<file path="config.mk">
export PLATFORM = sky130hd
export DESIGN_NAME = hamming74_rx_decoder
export DESIGN_NICKNAME = d
export VERILOG_FILES = /design/src/rtl/uart_hamming_pkg.sv /design/src/rtl/uart_sync_fifo.sv /design/src/rtl/hamming74_rx_decoder.sv
export SDC_FILE = /design/constraint.sdc
export NUM_CORES = 1
export LEC_CHECK = 0
export ABC_AREA = 0
export BUFFER_PORTS_ARGS = -buffer_cell sky130_fd_sc_hd__buf_2
export CAP_MARGIN = 10
export CORE_ASPECT_RATIO = 0.7
export CORE_MARGIN = 2
export CORE_UTILIZATION = 40
export CTS_BUF_LIST = sky130_fd_sc_hd__clkbuf_16
export DETAILED_ROUTE_END_ITERATION = 6
export PLACE_DENSITY = 0.68
export SYNTH_ARGS = -nofsm -noshare
export SYNTH_HDL_FRONTEND = slang
export SYNTH_SLANG_ARGS = --single-unit
</file>
<file path="constraint.sdc">
create_clock -name clk -period 2.4 [get_ports clk]
set_clock_uncertainty 0.05 [all_clocks]
set_input_delay 0.24 -clock clk [delete_from_list [all_inputs] [get_ports clk]]
set_output_delay 0.24 -clock clk [all_outputs]
set_load 0.005 [all_outputs]
</file>
<file path="src/rtl/uart_hamming_pkg.sv">
// Hamming(7,4) types, bit positions and helpers shared by the UART
// receive decoder and the transmit-side encoder.
// No ports: package only.
package uart_hamming_pkg;

    localparam int CW_W  = 7;
    localparam int NIB_W = 4;

    // Codeword bit positions, cw[i] is Hamming position i+1.
    localparam int P1_POS = 0;
    localparam int P2_POS = 1;
    localparam int D1_POS = 2;
    localparam int P4_POS = 3;
    localparam int D2_POS = 4;
    localparam int D3_POS = 5;
    localparam int D4_POS = 6;

    typedef logic [CW_W-1:0]  cw_t;
    typedef logic [NIB_W-1:0] nib_t;
    typedef logic [2:0]       syn_t;

    typedef struct packed {
        logic corr;
        nib_t data;
    } nib_entry_t;

    function automatic cw_t ham74_encode(input nib_t n);
        cw_t cw;
        cw         = '0;
        cw[D1_POS] = n[0];
        cw[D2_POS] = n[1];
        cw[D3_POS] = n[2];
        cw[D4_POS] = n[3];
        cw[P1_POS] = n[0] ^ n[1] ^ n[3];
        cw[P2_POS] = n[0] ^ n[2] ^ n[3];
        cw[P4_POS] = n[1] ^ n[2] ^ n[3];
        return cw;
    endfunction

    // s = {s4,s2,s1}; a nonzero value names the flipped position.
    function automatic syn_t ham74_syndrome(input cw_t cw);
        syn_t s;
        s[0] = cw[0] ^ cw[2] ^ cw[4] ^ cw[6];
        s[1] = cw[1] ^ cw[2] ^ cw[5] ^ cw[6];
        s[2] = cw[3] ^ cw[4] ^ cw[5] ^ cw[6];
        return s;
    endfunction

    function automatic cw_t ham74_correct(
        input cw_t  cw,
        input syn_t s
    );
        cw_t fixed;
        fixed = cw;
        for (int i = 0; i < CW_W; i++) begin
            if (s == syn_t'(i + 1)) begin
                fixed[i] = ~cw[i];
            end
        end
        return fixed;
    endfunction

    function automatic nib_t ham74_data(input cw_t cw);
        return {cw[D4_POS], cw[D3_POS], cw[D2_POS], cw[D1_POS]};
    endfunction

endpackage

</file>
<file path="src/rtl/uart_sync_fifo.sv">
// Synchronous show-ahead FIFO; push and pop may happen in the same
// cycle, including when full.
// Ports: clk, rst (sync, active-high), push/push_data,
//        pop, rd_data (head), full, empty.
module uart_sync_fifo #(
    parameter int WIDTH = 5,
    parameter int DEPTH = 4
) (
    input  logic             clk,
    input  logic             rst,
    input  logic             push,
    input  logic [WIDTH-1:0] push_data,
    input  logic             pop,
    output logic [WIDTH-1:0] rd_data,
    output logic             full,
    output logic             empty
);

    localparam int AW = $clog2(DEPTH);

    logic [WIDTH-1:0] mem [DEPTH];
    logic [AW-1:0]    wr_ptr;
    logic [AW-1:0]    rd_ptr;
    logic [AW:0]      count;
    logic             pop_ok;
    logic             push_ok;

    assign empty   = (count == '0);
    assign full    = (count == (AW+1)'(DEPTH));
    assign pop_ok  = pop && !empty;
    // A pop frees the slot this cycle, so a full FIFO still accepts.
    assign push_ok = push && (!full || pop_ok);
    assign rd_data = mem[rd_ptr];

    always_ff @(posedge clk) begin
        if (push_ok) begin
            mem[wr_ptr] <= push_data;
        end
    end

    always_ff @(posedge clk) begin
        if (rst) begin
            wr_ptr <= '0;
            rd_ptr <= '0;
            count  <= '0;
        end else begin
            if (push_ok) begin
                wr_ptr <= wr_ptr + 1'b1;
            end
            if (pop_ok) begin
                rd_ptr <= rd_ptr + 1'b1;
            end
            count <= count
                   + {{AW{1'b0}}, push_ok}
                   - {{AW{1'b0}}, pop_ok};
        end
    end

endmodule

</file>
<file path="src/rtl/hamming74_rx_decoder.sv">
// Hamming(7,4) decode stage behind the UART receiver: syndrome,
// single-bit correction, nibble FIFO with valid/ready output.
// Ports: clk, rst (sync, active-high), ena, code_in[6:0], code_valid,
//        nibble_out[3:0], nibble_corr, nibble_valid, nibble_ready,
//        overflow (sticky), err_count[CNT_W-1:0].
// Build option: HAMMING_ERR_COUNT_EN enables the saturating
// corrected-word counter; otherwise err_count is tied to 0.
module hamming74_rx_decoder
    import uart_hamming_pkg::*;
#(
    parameter int FIFO_DEPTH = 4,
    parameter int CNT_W      = 8
) (
    input  logic             clk,
    input  logic             rst,
    input  logic             ena,
    input  logic [6:0]       code_in,
    input  logic             code_valid,
    output logic [3:0]       nibble_out,
    output logic             nibble_corr,
    output logic             nibble_valid,
    input  logic             nibble_ready,
    output logic             overflow,
    output logic [CNT_W-1:0] err_count
);

    logic       s1_valid;
    cw_t        s1_cw;
    syn_t       s1_syn;
    cw_t        fixed_cw;
    nib_entry_t push_entry;
    logic [$bits(nib_entry_t)-1:0] head_bits;
    nib_entry_t head;
    nib_entry_t last_q;
    logic       full;
    logic       empty;
    logic       push_drop;

    always_ff @(posedge clk) begin
        if (rst) begin
            s1_valid <= 1'b0;
            s1_cw    <= '0;
            s1_syn   <= '0;
        end else begin
            s1_valid <= code_valid && ena;
            if (code_valid && ena) begin
                s1_cw  <= code_in;
                s1_syn <= ham74_syndrome(code_in);
            end
        end
    end

    always_comb begin
        fixed_cw        = ham74_correct(s1_cw, s1_syn);
        push_entry.corr = |s1_syn;
        push_entry.data = ham74_data(fixed_cw);
    end

    uart_sync_fifo #(
        .WIDTH ($bits(nib_entry_t)),
        .DEPTH (FIFO_DEPTH)
    ) u_fifo (
        .clk       (clk),
        .rst       (rst),
        .push      (s1_valid),
        .push_data (push_entry),
        .pop       (nibble_ready),
        .rd_data   (head_bits),
        .full      (full),
        .empty     (empty)
    );

    assign head      = head_bits;
    assign push_drop = s1_valid && full && !nibble_ready;

    // last_q keeps the most recent head so the outputs hold when empty.
    always_ff @(posedge clk) begin
        if (rst) begin
            overflow <= 1'b0;
            last_q   <= '0;
        end else begin
            if (push_drop) begin
                overflow <= 1'b1;
            end
            if (!empty) begin
                last_q <= head;
            end
        end
    end

    assign nibble_valid = !empty;
    assign {nibble_corr, nibble_out} = empty ? last_q : head;

`ifdef HAMMING_ERR_COUNT_EN
    logic [CNT_W-1:0] err_q;
    logic             push_acc;

    assign push_acc = s1_valid && !push_drop;

    always_ff @(posedge clk) begin
        if (rst) begin
            err_q <= '0;
        end else if (push_acc && push_entry.corr && !(&err_q)) begin
            err_q <= err_q + 1'b1;
        end
    end

    assign err_count = err_q;
`else
    assign err_count = '0;
`endif

endmodule
</file>
==> summary.md, run 1 <==
| Metric | Value |
|---|---|
| Sw Ratio | 24.33% |
| Run status | completed |
| Synthesized area divided by synthesized cell count | 12.65 µm² |
| Mux cell area share after synthesis | 9.572% |
| Count of synthesis-stage warnings from yosys | 0 |
| Critical setup path kind | flop to flop |
| Area enclosed by the die boundary | 5487 µm² |
| VDD IR max | 259.4 µV |
| CTS max path bufs | 2 |
| Number of levels in the clock H-tree | 2 |
| Synthesized instance count | 155 |
| Placed wire-length estimate | 2079 µm |
| Post-route fraction of the period consumed by the critical path | between 90% and 100% |
| Post-DRT Antenna Nets | 0 |
| First-pass iteration count of the detailed router | 4 |
| Depth of the worst hold-timing path | 3 |
| RSZ-0062 raised after global routing | false |
| Xor and xnor area share after synthesis | between 7 and 8% |
| Sinks on the clock net | 43 |
| Shortest period the worst path allows | roughly 2200 ps |
| Worst endpoint data arrival time | 2280 ps |
| Fill cell count | 435 |
| Boundary pin count | 27 |
| Critical R2R Capture | u_fifo.count[2] |
| Violation count after the first detailed-routing iteration | 40 |
| TritonCTS clock tree | done |
| Slew headroom | 63.08% |
| Total track usage | 11.81% |
| Endpoint type of the worst setup path | flop |
| Max Freq | about 460 MHz |
| Worst-case register-to-register setup slack | between 200 and 250 ps |
| Drt drc | 0 |
| Clock buffer count from CTS | 5 |
| Number of library cell types mapped by synthesis | 31 |
| Internal | 1831 µW |
| Initial standard-cell utilization of the core | 41.23% |
| Largest family of logic cells by synthesized area | simple AND/OR/NAND/NOR gates |
| Placeable core area | 4756 µm² |
| Port Buf Inserts | 18 |
| Beginning of the worst register-to-register path | u_fifo.count[0] |
| Adder and majority cell fraction of the synthesized area | ~4.9% |
| Leak | roughly 0.0009 µW |
| Vias after detailed routing | 1089 |
| Clock latency at the later pin of the worst-skew pair | 280 ps |
| Congestion Overflow GR | 0 |
| Placer Congestion | 0.6995 |
| Slew at the pin closest to its max-slew limit | 553.8 ps |
| Total power | 2419 µW |
| Total number of nets in the final design | between 150 and 200 |
| Y dimension of the die | 62.58 µm |
| Initial antenna violation count | 0 |
| R2R depth | 8 |
| Resized cells post-CTS | 0 |
| Post-CTS repair timing setup buffer count | 0 |
| Power spent charging and discharging nets | 588.5 µW |
| Ratio of cells with drive above 1 in the final layout | 24.43% |
| Number of global-route vias before repair | 995 |
| Clock Pin Slew Worst Setup and Hold Paths | 60 ps |
| Relative area change from synthesis to final layout | 15.57% |
| Routed wire length | between 2000 and 3000 µm |
| Max capacitance violation total | 0 |
| Sequential power share | about two fifths |
| Count of final max-slew check failures | 0 |
| Worst Path Required | 2500 ps |
| Min-delay src | code_in[4] |
| Power density of the placed cells | 1068 nW/µm² |
| Maximum number of pins on one net before global-route repair | 23 |
| Hold-critical path endpoint | s1_cw[4] |
| Number of antenna cells inserted | 0 |
| Total standard cell area after synthesis | just under 2000 µm² |
| Number of hold-slack violations in the final timing report | 0 |
| Number of vias per cell | 4.445 |
| Number of buffers inserted for hold repair after clock tree synthesis | 0 |
| WL/cell | between 10 and 15 µm |
| Global-route wire length before repair | 4712 µm |
| Die X-Extent | between 80 and 90 µm |
| Clock group share of total power | 35.4% |
| Cell Rows | 21 |
| Complex-gate fraction of the synthesized area | 4.276% |
| Seq/Total Area, Yosys | 54.12% |
| Final number of setup-violating endpoints | 0 |
| Clock Root Buffer | clkbuf_16 |
| Setup TNS | 0 ps |
| Hold Crit Class | input port to flop |
| Simple-gate area share of the yosys netlist | 13.72% |
| Combinational power share | 25.3% |
| Register bit total from synthesis | 43 |
| Maximum fanout encountered on the critical timing path | 6 |
| Startpoint types | flop |
per-layer routing:
| layer | global-route usage [%] | wire, µm | vias up |
|---|---|---|---|
| met4 | 6.346 | 49 | 0 |
| met3 | 4.888 | 176 | 6 |
| met1 | 15.42 | 1478 | 494 |
| met2 | 16.57 | 1245 | 33 |
| li1 | - | - | 556 |
| met5 | 0 | 0 | - |
cell type report:
cell class	count	area, µm²	share of cell area, %
clock inverters	3	63.81	2.816
repair buffers	18	90.09	3.976
flip-flops and latches	43	1061	46.83
well taps	69	86.33	3.810
inverters	9	33.78	1.491
clock buffers	5	125.1	5.522
multi-input cells	98	805.8	35.56
critical path, stage by stage (launching register included):
cell and delay, ps:
dfxtp_1 380, o31ai_1 430, inv_1 90, ha_1 290, inv_1 40, ha_1 180, fa_1 380, xnor2_1 160
nor2_1 50
sequential cells by signal, summed over array words and instances (netlist names), named ones only:
register and cells:
u_fifo.mem 20, last_q 5, s1_cw 4, s1_syn 3
u_fifo.count 3, u_fifo.rd_ptr 2, u_fifo.wr_ptr 2, overflow 1
s1_valid 1
synthesized netlist by cell type, drive strengths merged:
cell     n  share of area, %
a21oi    7               1.8
and2     1              0.32
nand2   11               2.1
and3     4               1.3
mux4     5               5.7
nand3    3              0.77
inv      9               1.7
nand3b   1              0.38
buf     10               4.0
mux2     5               3.8
o21ai    2              0.51
fa       1               1.0
dfxtp   23                23
edfxtp  20                31
o311ai   1              0.45
o31ai    1              0.38
nor4b    1              0.77
conb     1              0.19
ha       6               3.8
a211oi   3               1.1
xor2     4               1.8
or4b     1              0.51
nor2    12               2.3
or3      1              0.32
nor3     1              0.83
xnor2   12               5.4
clkbuf   2              0.38
nor2b    7               4.1
power by group through the flow:
stage,Clock [µW],Sequential (µW),Combinational (µW)
final,856,952,611
after global routing,903,963,693
after CTS,878,955,624
after detailed placement,0,966,621
after global placement,0,961,607
after floorplan,0,935,526
layout by cell type (no fill, tap or decap), drive strengths merged, types with 6 or more instances in the layout:
cell	synthesis	final
edfxtp	20	20
conb	1	8
ha	6	6
xnor2	12	12
a21oi	7	7
nor2	12	12
dfxtp	23	23
buf	10	18
nor2b	7	7
nand2	11	11
inv	9	10
metrics by stage:
step	hold WS (ps)	std cells	setup WS, ps	util [%]	instance area, µm²
detailed placement	408.9	237	270.7	43.67	2077
CTS	158.1	245	215.5	47.65	2266
global placement	409.1	237	298.3	43.67	2077
finish	167.3	245	225.1	47.65	2266
global route	184.7	245	36.42	47.65	2266
floorplan	261.6	162	420.5	-	1987
kinds of logic (layout without fill, tap and decap cells):
group,count (synthesis),count (layout)
flops,43,43
simple gates,43,43
buf+inv,21,35
xor+xnor,16,16
compound gates,14,14
mux,10,10
fa+ha+maj,7,7
other cells,1,8
worst max path at each step:
stage | start | endpoint | slack [ps] | depth (start not counted)
after global routing | u_fifo.count[2] | u_fifo.count[2] | 40 | 8
after detailed placement | u_fifo.count[0] | u_fifo.count[2] | 270 | 8
final | u_fifo.count[0] | u_fifo.count[2] | 230 | 8
after floorplan | u_fifo.count[0] | u_fifo.count[2] | 420 | 8
after global placement | u_fifo.count[0] | u_fifo.count[2] | 300 | 8
after CTS | u_fifo.count[0] | u_fifo.count[2] | 220 | 8
Note: power is estimated with default switching activity, not from simulation.
==> run 2, diff against run 1 <==
--- a/config.mk
+++ b/config.mk
@@ -11,7 +11,7 @@
 export CORE_ASPECT_RATIO = 0.7
 export CORE_MARGIN = 2
 export CORE_UTILIZATION = 40
-export CTS_BUF_LIST = sky130_fd_sc_hd__clkbuf_16
+export CTS_BUF_LIST = sky130_fd_sc_hd__clkbuf_4
 export DETAILED_ROUTE_END_ITERATION = 6
 export PLACE_DENSITY = 0.68
 export SYNTH_ARGS = -nofsm -noshare
==> run 2 against run 1 <==
Via count shrank 2.6%. Sequential share of layout area grew 1.8 points. Utilization shrank 1.8 points. Critical path depth is the same. Flip-flop and latch count is the same. Largest cell class unchanged.
==> summary.md, run 2 (same netlist as run 1, synthesis figures left out) <==
| Metric | Value |
|---|---|
| Run status | completed |
| Total track usage | 11.34% |
| Flip-flop count of the largest register, all copies and words added | 20 |
| Placeable core area | about 4800 µm² |
| Die X-Extent | 87.68 µm |
| Sinks on the clock net | 43 |
| Max Freq | around 460 MHz |
| Setup TNS | 0 ps |
| First-pass iteration count of the detailed router | 4 |
| Final number of setup-violating endpoints | 0 |
| Placer Congestion | 0.6995 |
| Slew headroom | 63.85% |
| CTS max path bufs | 2 |
| Leak | 0.0008630 µW |
| Final design area excluding fillers | 2182 µm² |
| Congestion Overflow GR | 0 |
| Initial antenna violation count | 0 |
| Clock latency at the later pin of the worst-skew pair | 360 ps |
| Shortest period the worst path allows | 2165 ps |
| Number of antenna cells inserted | 0 |
| VDD IR max | 275.7 µV |
| Violation count after the first detailed-routing iteration | 39 |
| Total number of nets in the final design | 194 |
| Resized cells post-CTS | 0 |
| Area enclosed by the die boundary | 5487 µm² |
| Endpoint type of the worst setup path | flop |
| Post-DRT Antenna Nets | 0 |
| Cell Rows | 21 |
| Sequential power share | 44.5% |
| Sw Ratio | 25.98% |
| Number of global-route vias before repair | 966 |
| Initial standard-cell utilization of the core | 41.23% |
| Power spent charging and discharging nets | approximately 550 µW |
| Port Buf Inserts | 18 |
| Worst endpoint data arrival time | roughly 2400 ps |
| Drt drc | 0 |
| Placed wire-length estimate | 2079 µm |
| Most flop-heavy register | u_fifo.mem |
| Clock Pin Slew Worst Setup and Hold Paths | 120 ps |
| Startpoint types | flop |
| Fill cell count | approximately 440 |
| RSZ-0062 raised after global routing | false |
| Global-route wire length before repair | 4554 µm |
| Power density of the placed cells | 974.3 nW/µm² |
| Cell Area, Placed | about 2100 µm² |
| TritonCTS clock tree | done |
| Relative area change from synthesis to final layout | 11.30% |
| Number of levels in the clock H-tree | 2 |
| Internal | 1574 µW |
| Number of vias per cell | approximately 4.3 |
| Boundary pin count | 27 |
| Maximum number of pins on one net before global-route repair | 23 |
| Commonest cells after routing, fill and taps aside | dfxtp_1, edfxtp_1, buf_2 |
| WL/cell | 11.42 µm |
| Worst-case setup margin in the final layout | 234.9 ps |
| Clock buffer count from CTS | 5 |
| Post-CTS repair timing setup buffer count | 0 |
| Post-placement cell count | 237 |
| Post-route fraction of the period consumed by the critical path | 90.21% |
| Clock Root Buffer | clkbuf_4 |
| Max capacitance violation total | 0 |
| Vias after detailed routing | 1061 |
| Combinational power share | 28.7% |
| Number of hold-slack violations in the final timing report | 0 |
| Ratio of cells with drive above 1 in the final layout | roughly a quarter |
| Most common cell after layout, fill and taps aside | dfxtp_1 |
| Number of non-filler instances in the completed layout | 245 |
| Critical setup path kind | flop to flop |
| Worst Path Required | approximately 2600 ps |
| Y dimension of the die | about 63 µm |
| Routed wire length | about 2800 µm |
| Total power | between 2000 and 2500 µW |
| Largest registers | u_fifo.mem (20), last_q (5), s1_cw (4) |
| Count of final max-slew check failures | 0 |
| Worst setup slack before clock tree synthesis | between 200 and 300 ps |
| Clock group share of total power | 26.7% |
| Slew at the pin closest to its max-slew limit | 542.3 ps |
| Maximum fanout encountered on the critical timing path | 6 |
| Hold Crit Class | input port to flop |
| Number of buffers inserted for hold repair after clock tree synthesis | 0 |
## run 2: changes by cell type in the layout (fill, tap and decap cells not counted), sizes merged
cell | previous run | this run
clkbuf | 5 | 6
inv | 10 | 9
## run 2: power groups by stage
stage,Clock [µW],Sequential [µW],Combinational (µW)
after global routing,612,959,693
after global placement,0,961,607
after floorplan,0,935,526
after CTS,586,949,623
final,568,947,611
after detailed placement,0,966,621
## run 2: final cells by class
class	instances	area [µm²]	share of cell area (%)
Sequential cell	43	1061	48.62
Inverter	9	33.78	1.548
Clock inverter	2	60.06	2.752
Tap cell	69	86.33	3.956
Timing Repair Buffer	18	90.09	4.128
Multi-Input combinational cell	98	805.8	36.93
Clock buffer	6	45.04	2.064
## run 2: worst paths after layout
path	cells past startpoint	from	end	slack [ps]
max reg2reg	8	u_fifo.count[0]	u_fifo.count[2]	230
min	3	code_in[4]	s1_cw[4]	80
min reg2reg	2	s1_cw[2]	s1_cw[2]	430
max	8	u_fifo.count[0]	u_fifo.count[2]	230
## run 2: per-layer routing
metal | vias to the layer above | track usage [%] | wire length [µm]
li1 | 556 | - | -
met2 | 32 | 14.96 | 1095
met1 | 466 | 15.67 | 1478
met3 | 7 | 4.888 | 163
met5 | - | 0 | 0
met4 | 0 | 5.769 | 60
## run 2: per-stage QoR
stage	hold slack [ps]	utilization, %
after detailed placement	408.9	43.67
after global placement	409.1	43.67
final	84.85	45.88
after global routing	77.25	45.88
after floorplan	261.6	-
after CTS	63.93	45.88
## run 2: critical path: stages, from the launching register on
cell and delay (ps):
dfxtp_1 390, o31ai_1 420, inv_1 90, ha_1 290
inv_1 40, ha_1 180, fa_1 380, xnor2_1 160
nor2_1 50
